### config.mk
export PLATFORM = sky130hd
export DESIGN_NAME = reconvolute
export DESIGN_NICKNAME = d
export VERILOG_FILES = /design/src/rtl/reconvolute.sv
export SDC_FILE = /design/constraint.sdc
export NUM_CORES = 1
export LEC_CHECK = 0
export ABC_CLOCK_PERIOD_IN_PS = 8480
export CORE_MARGIN = 4
export CORE_UTILIZATION = 50
export CTS_BUF_LIST = sky130_fd_sc_hd__clkbuf_2 sky130_fd_sc_hd__clkbuf_4 sky130_fd_sc_hd__clkbuf_8
export CTS_CLUSTER_SIZE = 8
export DETAILED_ROUTE_END_ITERATION = 8
export HOLD_SLACK_MARGIN = 0.05
export PLACE_DENSITY_LB_ADDON = 0.05
export SYNTH_ARGS = -nofsm -noshare
export SYNTH_HDL_FRONTEND = slang
export SYNTH_SLANG_ARGS = --single-unit
export TNS_END_PERCENT = 5
### constraint.sdc
create_clock -name CLK -period 8.48 [get_ports CLK]
set_input_delay 1.696 -clock CLK [delete_from_list [all_inputs] [get_ports CLK]]
set_output_delay 1.696 -clock CLK [all_outputs]
set_load 0.02 [all_outputs]
### src/rtl/reconvolute.sv
// Reconvolution stage: re-applies the exponential PMT tail, x[n] = RN*d[n] + FD*x[n-1].
// One sample per ENABLE40; a 3-state sequencer time-shares a single multiplier.
module reconvolute #(
    parameter int DW       = 12,
    parameter int FD_BITS  = 6,
    parameter int RN_BITS  = 6,
    parameter int RN_FRAC  = 4,
    parameter int ACC_INT  = 14,
    parameter int ACC_FRAC = 6
) (
    input  logic               CLK,
    input  logic               RST_N,
    input  logic               ENABLE40,
    input  logic               CLR,
    input  logic [DW-1:0]      DIN,
    input  logic [FD_BITS-1:0] FD,
    input  logic [RN_BITS-1:0] RN,
    output logic [DW-1:0]      DOUT,
    output logic               DOUT_VALID,
    output logic               OVERRUN
);

    localparam int AW = ACC_INT + ACC_FRAC;
    localparam int SW = DW + RN_BITS;
    localparam int BW = (FD_BITS > RN_BITS) ? FD_BITS : RN_BITS;
    localparam int MW = AW + BW;
    localparam int QW = AW - ACC_FRAC + 1;

    typedef enum logic [1:0] {
        S_IDLE,
        S_MUL,
        S_ADD
    } state_t;

    state_t               r_state;
    state_t               w_next;
    logic [AW-1:0]        r_acc;
    logic [SW-1:0]        r_scaled;
    logic [AW-1:0]        r_decay;
    logic [FD_BITS-1:0]   r_fd;
    logic                 r_pend;
    logic [DW-1:0]        r_dout;
    logic                 r_valid;
    logic                 r_ovr;

    logic                 w_idle;
    logic                 w_accept;
    logic [AW-1:0]        w_mul_a;
    logic [BW-1:0]        w_mul_b;
    logic [MW-1:0]        w_prod;
    logic [AW:0]          w_sum;
    logic [AW-1:0]        w_acc_sat;
    logic [AW:0]          w_rnd;
    logic [QW-1:0]        w_q;
    logic [DW-1:0]        w_dout;

    assign w_idle   = (r_state == S_IDLE);
    assign w_accept = w_idle && ENABLE40 && !CLR;

    // IDLE multiplies DIN*RN, MUL multiplies ACC*FD on the same hardware
    assign w_mul_a = w_idle ? AW'(DIN) : r_acc;
    assign w_mul_b = w_idle ? BW'(RN) : BW'(r_fd);
    assign w_prod  = MW'(w_mul_a) * MW'(w_mul_b);

    assign w_sum = (AW+1)'(r_decay)
                 + ((AW+1)'(r_scaled) << (ACC_FRAC - RN_FRAC));
    assign w_acc_sat = w_sum[AW] ? {AW{1'b1}} : w_sum[AW-1:0];

    assign w_rnd  = (AW+1)'(r_acc) + (AW+1)'(1 << (ACC_FRAC - 1));
    assign w_q    = w_rnd[AW:ACC_FRAC];
    assign w_dout = (|w_q[QW-1:DW]) ? {DW{1'b1}} : w_q[DW-1:0];

    always_comb begin
        w_next = r_state;
        if (CLR) begin
            w_next = S_IDLE;
        end else begin
            unique case (r_state)
                S_IDLE:  if (ENABLE40) w_next = S_MUL;
                S_MUL:   w_next = S_ADD;
                S_ADD:   w_next = S_IDLE;
                default: w_next = S_IDLE;
            endcase
        end
    end

    always_ff @(posedge CLK or negedge RST_N) begin
        if (!RST_N) begin
            r_state <= S_IDLE;
        end else begin
            r_state <= w_next;
        end
    end

    always_ff @(posedge CLK or negedge RST_N) begin
        if (!RST_N) begin
            r_acc    <= '0;
            r_scaled <= '0;
            r_decay  <= '0;
            r_fd     <= '0;
            r_pend   <= 1'b0;
            r_dout   <= '0;
            r_valid  <= 1'b0;
            r_ovr    <= 1'b0;
        end else if (CLR) begin
            r_acc   <= '0;
            r_pend  <= 1'b0;
            r_valid <= 1'b0;
            r_ovr   <= 1'b0;
        end else begin
            r_valid <= 1'b0;
            if (w_accept) begin
                r_scaled <= w_prod[SW-1:0];
                r_fd     <= FD;
            end
            if (r_state == S_MUL) begin
                r_decay <= w_prod[AW+FD_BITS-1:FD_BITS];
            end
            if (r_state == S_ADD) begin
                r_acc <= w_acc_sat;
            end
            r_pend <= (r_state == S_ADD);
            if (r_pend) begin
                r_dout  <= w_dout;
                r_valid <= 1'b1;
            end
            if (ENABLE40 && !w_idle) begin
                r_ovr <= 1'b1;
            end
        end
    end

    assign DOUT       = r_dout;
    assign DOUT_VALID = r_valid;
    assign OVERRUN    = r_ovr;

endmodule

==> results_dict.tcl, run 1 <==
set metrics [dict create \
    status "finished, final reports clean" \
    drv_cap 0 \
    globalplace.congestion 0.928 \
    routedWlPerCell_um 18.9 \
    ff2ff_path_depth 17 \
    grtUsageTotal_pct 24.9 \
    post-route-period-util_pct 76.5 \
    drive_gt1_share_pct 5.82 \
    rsz0062_at_grt "false" \
    period_needed_ps 6490 \
    p_leak_nw 4.34 \
    max_slew_margin_pct 12.9 \
    syn-cell-area_um2 7970 \
    layout_commonest_cell "nand2_1" \
    worst-r2r-setup-slack_ps 2170 \
    antenna_left 0 \
    whs_ps 489 \
    final_hold_viol_count 0 \
    cts_root_buffer "clkbuf_8" \
    fmax_ghz 0.154 \
    cts_setup_buffers 0 \
    rows 45 \
    ys_ff_latch 81 \
    drt-pass1-iter-count 5 \
    hold_path.class "reg -> reg" \
    antenna_found_initial 0 \
    drc 0 \
    totalWireLength_um 21500 \
    io_pins 42 \
    worst_pin_slew_ps 1300 \
    clock_sinks 81 \
    gr-total-overflow 0 \
    setup_violations 0 \
    critPathMaxFanout 12 \
    clock_path_buffers 2 \
    layout.cells.non_filler 1139 \
    power_mw 2.03 \
    hp-start "r_decay[1]" \
    fp.dieW_um 134 \
    critPathLaunchType "input port" \
    synthFlopType "dfrtp_1" \
    cts_tree "built" \
    endpoint "r_decay[17]" \
    drtIter0Drc 510 \
    yosysUniqueCellTypes 66 \
    antennaDiodeCount 0 \
    synthArstFlopShare_pct 100 \
    syn_inst 911 \
    cts_resized 0 \
    cellPowerDensity_nw_per_um2 232 \
    cts_made_buffers 9 \
    placed_cells 1123 \
    vias 6475 \
    fp.dieH_um 134 \
    r2r_start "r_state[0]" \
    grt_max_degree 63 \
    synth.net_count 1066 \
    grt_pass1_wl_um 35100 \
    cp.arrival_ps 6730 \
    endpoint_kind "register" \
    tns_ps 0 \
    start_util_pct 51.7 \
    via_per_inst 5.68 \
    path_clk_slew_ps 90 \
    syn_to_final_growth_pct 9.62 \
    synth.yosys.seq_area_share_pct 25.4 \
    htree_levels 3 \
    peakVddDrop_mv 0.157 \
    dieArea_um2 18000 \
    hold_buffers 0 \
    grt_pass1_vias 6339 \
    finClkSkew_ps 12.2 \
    report.final.slew_viol_count 0 \
    synth_edf_count 0 \
    r2r-end "r_decay[17]" \
    path_class "in -> reg" \
    final_cell_mix "nand2_1 (111), nor2_1 (92), inv_1 (91)" \
    insertion_delay_ps 380 \
    nNetsFinal 1078 \
    ys_warn_count 0 \
    hpwl_um 16700 \
    numPortBuffers 41 \
    avgSynthCellArea_um2 8.75 \
    core_area_um2 15400 \
    crit_start "RN[2]" \
    crit_required_ps 8720 \
]
## how the worst min path moves through the flow
| stage | endpoint | cells past startpoint |
|---|---|---|
| global placement | r_decay[0] | 2 |
| finish | r_decay[1] | 2 |
| CTS | r_decay[1] | 2 |
| detailed placement | r_decay[1] | 2 |
| floorplan | r_acc[0] | 2 |
| global route | r_acc[2] | 2 |
## registers in the layout (all words and copies together) (netlist names)
signal and cells:
DOUT 12, DOUT_VALID 1, OVERRUN 1, r_acc 20
r_decay 20, r_fd 6, r_pend 1, r_scaled 18
r_state 2
## cells in the mapped netlist (6+ instances only)
cell | instances | area, um^2
a21o_1 | 9 | 67.6
a21oi_1 | 45 | 225
a221o_1 | 9 | 90.1
and3_1 | 47 | 294
clkbuf_1 | 39 | 146
dfrtp_1 | 81 | 2030
fa_1 | 74 | 1480
ha_1 | 53 | 663
inv_1 | 91 | 342
mux2i_1 | 20 | 200
nand2_1 | 111 | 417
nand2b_1 | 6 | 37.5
nand3_1 | 19 | 95.1
nor2_1 | 92 | 345
o21a_1 | 9 | 67.6
o21ai_0 | 67 | 335
or2_2 | 14 | 87.6
xnor2_1 | 17 | 149
xor2_1 | 22 | 193
## final cells by class
| cell class | count | area [um^2] |
|---|---|---|
| inverters | 91 | 342 |
| clock buffers | 10 | 138 |
| fillers | 1449 | 6690 |
| clock inverters | 6 | 97.6 |
| well taps | 211 | 264 |
| repair buffers | 48 | 460 |
| multi-input cells | 692 | 5410 |
| flip-flops and latches | 81 | 2030 |
## metrics by stage
stage	setup WS, ps	instance area, um^2	util [%]
5_1_grt	1610	8740	56.6
2_1_floorplan	2780	7970	-
6_report	1990	8740	56.6
4_1_cts	1990	8740	56.6
3_3_place_gp	1670	8500	55.1
3_5_place_dp	1580	8500	55.1
## report_power, final
| part | switching [mW] | leakage (nW) | internal (mW) |
|---|---|---|---|
| Combinational | 0.685 | 3.16 | 0.438 |
| Sequential | 0.0870 | 1.06 | 0.475 |
| Clock | 0.168 | 0.119 | 0.178 |
| Total | 0.940 | 4.34 | 1.09 |
## critical path, cell delays in order
cell	delay (ps)
clkdlybuf4s50_1	400
mux2i_1	830
nor2_1	180
fa_1	570
inv_1	40
fa_1	470
fa_1	600
inv_1	60
ha_1	350
a21o_1	190
a221oi_2	410
o21ba_1	240
nand2_1	100
a221oi_1	330
xor2_1	180
o21ai_0	90
## kinds of logic after synthesis
group | synth area share [%]
flops | 25.4
mux | 2.51
xor+xnor | 4.28
compound gates | 15.3
fa+ha+maj | 26.9
buf+inv | 6.76
simple gates | 18.8
## routing by layer
metal | global-route usage [%] | share of wire (%)
met3 | 3.38 | 5.9
met1 | 37.6 | 47
met4 | 6.17 | 1.3
met2 | 38.0 | 45
met5 | 0 | 0
Note: power is estimated with default switching activity, not from simulation.
==> run 2: changes to the inputs <==
Settings changed: ABC_CLOCK_PERIOD_IN_PS 8480 to 5200.
Clock period 8.48 ns to 5.2 ns, I/O delays scaled along.
==> run 2 against run 1 <==
Sequential cell count did not move. Cell count increased by 7.3%. Clock skew rose by 4.5 ps. Clock-buffer cell count is 1 higher. Sequential power is 60% higher. Utilization increased by 5.4 points. Worst setup slack worse by 1900 ps. Largest cell class unchanged. Global-route usage up 1.2 points. Clock power rose by 51%. Critical path depth increased by 2.
==> results_dict.tcl, run 2 (synthesis results as in run 1) <==
set metrics [dict create \
    pwr-share-clk_pct 14.1 \
    critPathMaxStageDelay_ps 550 \
    final_hold_viol_count 0 \
    htree_levels 3 \
    antenna_found_initial 0 \
    hold_buffers 0 \
    place_ws_ps -485 \
    nNetsFinal 1161 \
    max_slew_margin_pct 27.8 \
    vias 6800 \
    hold_path.class "reg -> reg" \
    power_switching_mw 1.65 \
    status "finished, final reports clean" \
    hpwl_um 17600 \
    setup_violations 0 \
    p_seq_share_pct 24.1 \
    final_cell_mix "nand2_1 (111), inv_1 (91), buf_4 (87)" \
    drt-pass1-iter-count 5 \
    final_util_pct 62.1 \
    p_int_mw 2.09 \
    power.share.switching_pct 44.1 \
    path_cells "clkdlybuf4s50_1 > mux2i_1 > buf_4 > nor2_1 > fa_1 > fa_1 > inv_1 > fa_1 > inv_1 > ha_1 > buf_4 > a211oi_1 > o21ai_0 > nand3b_1 > and3_4 > o31ai_4 > xnor2_2 > o21ai_0" \
    via_per_inst 5.56 \
    antennaDiodeCount 0 \
    period_needed_ps 5100 \
    critPathMaxFanout 12 \
    start_util_pct 51.7 \
    clock_sinks 81 \
    insertion_delay_ps 380 \
    path_clk_slew_ps 100 \
    grt-busiest-layer "met2" \
    syn_to_final_growth_pct 20.1 \
    numPortBuffers 41 \
    reg.largest.list "r_acc x20, r_decay x20, r_scaled x18" \
    path_class "in -> reg" \
    cts_root_buffer "clkbuf_8" \
    io_pins 42 \
    crit_top_cell "fa_1" \
    fmax_ghz 0.196 \
    grt.met1_usage_pct 38.1 \
    grt_max_degree 82 \
    routedWlPerCell_um 18.8 \
    drtIter0Drc 574 \
    globalplace.congestion 0.911 \
    grt_pass1_vias 6875 \
    endpoint_kind "register" \
    totalWireLength_um 22900 \
    clock_path_buffers 2 \
    rows 45 \
    critPathLaunchType "input port" \
    met2_usage_pct 41.5 \
    crit_required_ps 5430 \
    report.final.slew_viol_count 0 \
    cellPowerDensity_nw_per_um2 390 \
    dieArea_um2 18000 \
    cts_tree "built" \
    finClkSkew_ps 16.7 \
    post-route-period-util_pct 98.0 \
    tns_ps 0 \
    fp.dieH_um 134 \
    fp.dieW_um 134 \
    antenna_left 0 \
    drv_cap 0 \
    worst_pin_slew_ps 1080 \
    cp.arrival_ps 5330 \
    fin_ws_ps 101 \
    grtUsageTotal_pct 26.1 \
    power_frac_comb_pct 61.8 \
    grt_pass1_wl_um 36800 \
    core_area_um2 15400 \
    drc 0 \
    layout_commonest_cell "nand2_1" \
    rsz0062_at_grt "true" \
    gr-total-overflow 0 \
    grt_util_met3_pct 4.43 \
    drive_gt1_share_pct 16.5 \
    cts_made_buffers 9 \
    crit_path_top_delay_cell "fa_1" \
    p_leak_nw 4.78 \
    peakVddDrop_mv 0.288 \
]
run 2: cell count changes in the layout (fill, tap and decap cells not counted), moves of 5 or more:
cell | previous run | this run
mux2i_4 | 0 | 5
mux2i_1 | 20 | 11
ha_1 | 53 | 48
ha_4 | 0 | 5
nor2_1 | 92 | 86
nor2_2 | 0 | 6
buf_4 | 8 | 87
run 2: final cells by class:
type | count | area (um^2)
Timing Repair Buffer | 131 | 1100
Fill cell | 1385 | 5850
Multi-Input combinational cell | 692 | 5630
Sequential cell | 81 | 2030
Tap cell | 211 | 264
Inverter | 91 | 342
Clock buffer | 11 | 151
Clock inverter | 5 | 62.6
run 2: metrics by stage:
stage | cell area (um^2) | std cells | total power [mW] | hold WS [ps]
after floorplan | 7970 | 911 | 2.17 | 438
after global routing | 9570 | 1222 | 4.04 | 516
final | 9570 | 1222 | 3.73 | 488
after CTS | 9320 | 1216 | 3.64 | 487
after global placement | 9090 | 1200 | 3.04 | 468
after detailed placement | 9090 | 1200 | 3.07 | 466
run 2: path summary, 6_finish.rpt:
| check | slack [ps] | start | depth (start not counted) | end |
|---|---|---|---|---|
| max | 100 | RN[4] | 18 | r_decay[13] |
| min | 490 | r_decay[0] | 2 | r_decay[0] |
| max reg2reg | 150 | r_state[1] | 17 | r_decay[19] |
| min reg2reg | 490 | r_decay[0] | 2 | r_decay[0] |
| max in group asynchronous | 3640 | RST_N | 1 | r_scaled[12] |
| min in group asynchronous | 830 | RST_N | 1 | r_fd[0] |
run 2: critical path: cells and delay by family:
| family | cells | cell delay, ps |
|---|---|---|
| adders and majority gates | 4 | 1930 |
| buffers and inverters | 5 | 890 |
| AOI/OAI and AO/OA | 4 | 570 |
| and+or+nand+nor | 3 | 490 |
| xor gates and xnor gates | 1 | 230 |
| muxes | 1 | 160 |
run 2: per-layer routing:
metal  routed length, um  vias up
met5                   0        -
met4                 321        0
li1                    -     3246
met2               10400      192
met3                1200       22
met1               11000     3340
run 2: what timing repair did:
action | 4_1_cts | 5_1_grt
setup endpoints to repair | 6 | 22
buffers inserted | 0 | 4
pin swaps | 3 | 22
resized for setup | 6 | 41
gates cloned | 0 | 2
run 2: power by group through the flow:
stage               Clock, mW  Sequential, mW  Combinational, mW
global route            0.567           0.920               2.55
detailed placement          0           0.911               2.16
CTS                     0.537           0.898               2.20
floorplan                   0           0.893               1.28
finish                  0.524           0.901               2.31
global placement            0           0.910               2.13
==> run 3: changes to the inputs <==
Settings changed: CORE_UTILIZATION 50 to 57.
==> run 3 against run 2 <==
Clock skew fell by 0.70 ps. Total power is 1.2% lower. Sequential cell count is the same. Non-clock buffer count unchanged. Worst setup slack got worse by 20 ps. Critical path depth fell by 2. Global-route usage up 2.9 points. First-iteration DRC count up 8.4%. Fmax shrank 0.38%. Largest cell class unchanged. Register-to-register slack improved by 30 ps. Clock power fell by 4.6%. Design area is 1.2% lower. Critical endpoint unchanged.
==> results_dict.tcl, run 3 (synthesis results as in run 1) <==
set metrics [dict create \
    fmax_ghz 0.195 \
    drtIter0Drc 622 \
    start_util_pct 59.3 \
    routedWlPerCell_um 19.1 \
    drc 0 \
    post-route-period-util_pct 98.4 \
    numPortBuffers 41 \
    antenna_left 0 \
    final_util_pct 70.3 \
    io_pins 42 \
    p_leak_nw 4.77 \
    cellPowerDensity_nw_per_um2 390 \
    placed_cells 1164 \
    hpwl_um 17600 \
    ff2ff_path_depth 17 \
    period_needed_ps 5120 \
    htree_levels 3 \
    nNetsFinal 1161 \
    worst_pin_slew_ps 1060 \
    path_class "in -> reg" \
    grtUsageTotal_pct 29.0 \
    fp.dieW_um 126 \
    regArea_um2 2030 \
    cts_tree "built" \
    hold_path.class "reg -> reg" \
    final_cell_mix "nand2_1 (111), inv_1 (90), buf_4 (88)" \
    fillerInstances 1115 \
    gr-total-overflow 0 \
    post_dp_cell_area_um2 9040 \
    crit_required_ps 5460 \
    setup_violations 0 \
    path_clk_slew_ps 90 \
    max_slew_margin_pct 29.2 \
    drt-pass1-iter-count 5 \
    critPathLaunchType "input port" \
    globalplace.congestion 0.950 \
    finClkSkew_ps 16.0 \
    rows 42 \
    totalWireLength_um 22700 \
    r2r-end "r_decay[13]" \
    clock_sinks 81 \
    layout_commonest_cell "nand2_1" \
    r2r_start "r_state[1]" \
    worst-r2r-setup-slack_ps 180 \
    hp-start "r_scaled[2]" \
    peakVddDrop_mv 0.328 \
    cp.arrival_ps 5380 \
    grt_pass1_vias 7138 \
    whs_ps 493 \
    fin_area_um2 9460 \
    multi_input_area_um2 5570 \
    status "finished, final reports clean" \
    via_per_inst 5.83 \
    rsz0062_at_grt "true" \
    antenna_found_initial 0 \
    drv_cap 0 \
    antennaDiodeCount 0 \
    layout.cells.non_filler 1187 \
    fp.dieH_um 126 \
    insertion_delay_ps 390 \
    grt_pass1_wl_um 36500 \
    endpoint "r_decay[13]" \
    vias 6921 \
    core_area_um2 13500 \
    endpoint_kind "register" \
    report.final.slew_viol_count 0 \
    drive_gt1_share_pct 16.0 \
    clock_path_buffers 2 \
    final_hold_viol_count 0 \
    reg.largest.list "r_acc x20, r_decay x20, r_scaled x18" \
    cts_root_buffer "clkbuf_8" \
    syn_to_final_growth_pct 18.6 \
    critPathMaxFanout 5 \
    dieArea_um2 15900 \
    cts_made_buffers 9 \
    grt_max_degree 82 \
    crit_start "RN[5]" \
]
[run 3: worst max-delay path, stage by stage]
cell and delay, ps:
clkdlybuf4s50_1 470, mux2i_2 80, buf_4 180, or2_2 310
fa_1 560, fa_1 460, fa_1 520, inv_1 50
ha_1 300, a21o_1 210, a221oi_2 320, o21ba_1 190
and3_4 240, o31ai_2 80, xnor2_1 270, o21ai_1 90
[run 3: metal layers]
layer | vias up | part of all wire, % | wire length (um) | GRT usage, %
li1 | 3234 | - | - | -
met1 | 3376 | 45 | 10200 | 40.8
met2 | 269 | 46 | 10500 | 45.8
met3 | 42 | 6.8 | 1550 | 6.31
met4 | 0 | 2.1 | 485 | 7.38
met5 | - | 0 | 0 | 0
[run 3: report_power, final]
| group | switching, mW | internal, mW |
|---|---|---|
| registers | 0.131 | 0.774 |
| logic | 1.23 | 1.05 |
| clock network | 0.275 | 0.225 |
| total | 1.64 | 2.05 |
[run 3: how the worst min path moves through the flow]
stage | endpoint | cells past startpoint
after floorplan | r_acc[0] | 2
after global placement | r_decay[0] | 2
after detailed placement | r_scaled[2] | 2
after CTS | r_scaled[2] | 2
after global routing | r_acc[0] | 2
final | r_scaled[2] | 2
[run 3: repair_timing]
item	in CTS	in global routing
pin swaps	0	22
hold buffers	0	0
endpoints found under the setup margin	6	24
gates cloned	0	2
gates resized for setup	3	39
buffers inserted	0	5
[run 3: final cells by class]
class	count	area share, %
Multi-Input combinational cell	692	58.9
Sequential cell	81	21.4
Inverter	91	3.61
Timing Repair Buffer	131	11.6
Clock inverter	7	0.820
Clock buffer	9	1.31
Tap cell	176	2.33
[run 3: metrics by stage]
step | TNS, ps | setup slack (ps) | total power, mW
6_report | 0 | 81.8 | 3.69
5_1_grt | -29.1 | -13.2 | 3.99
4_1_cts | 0 | 3.00 | 3.59
3_5_place_dp | -8210 | -419 | 3.06
3_3_place_gp | -5650 | -314 | 3.00
2_1_floorplan | 0 | 155 | 2.17
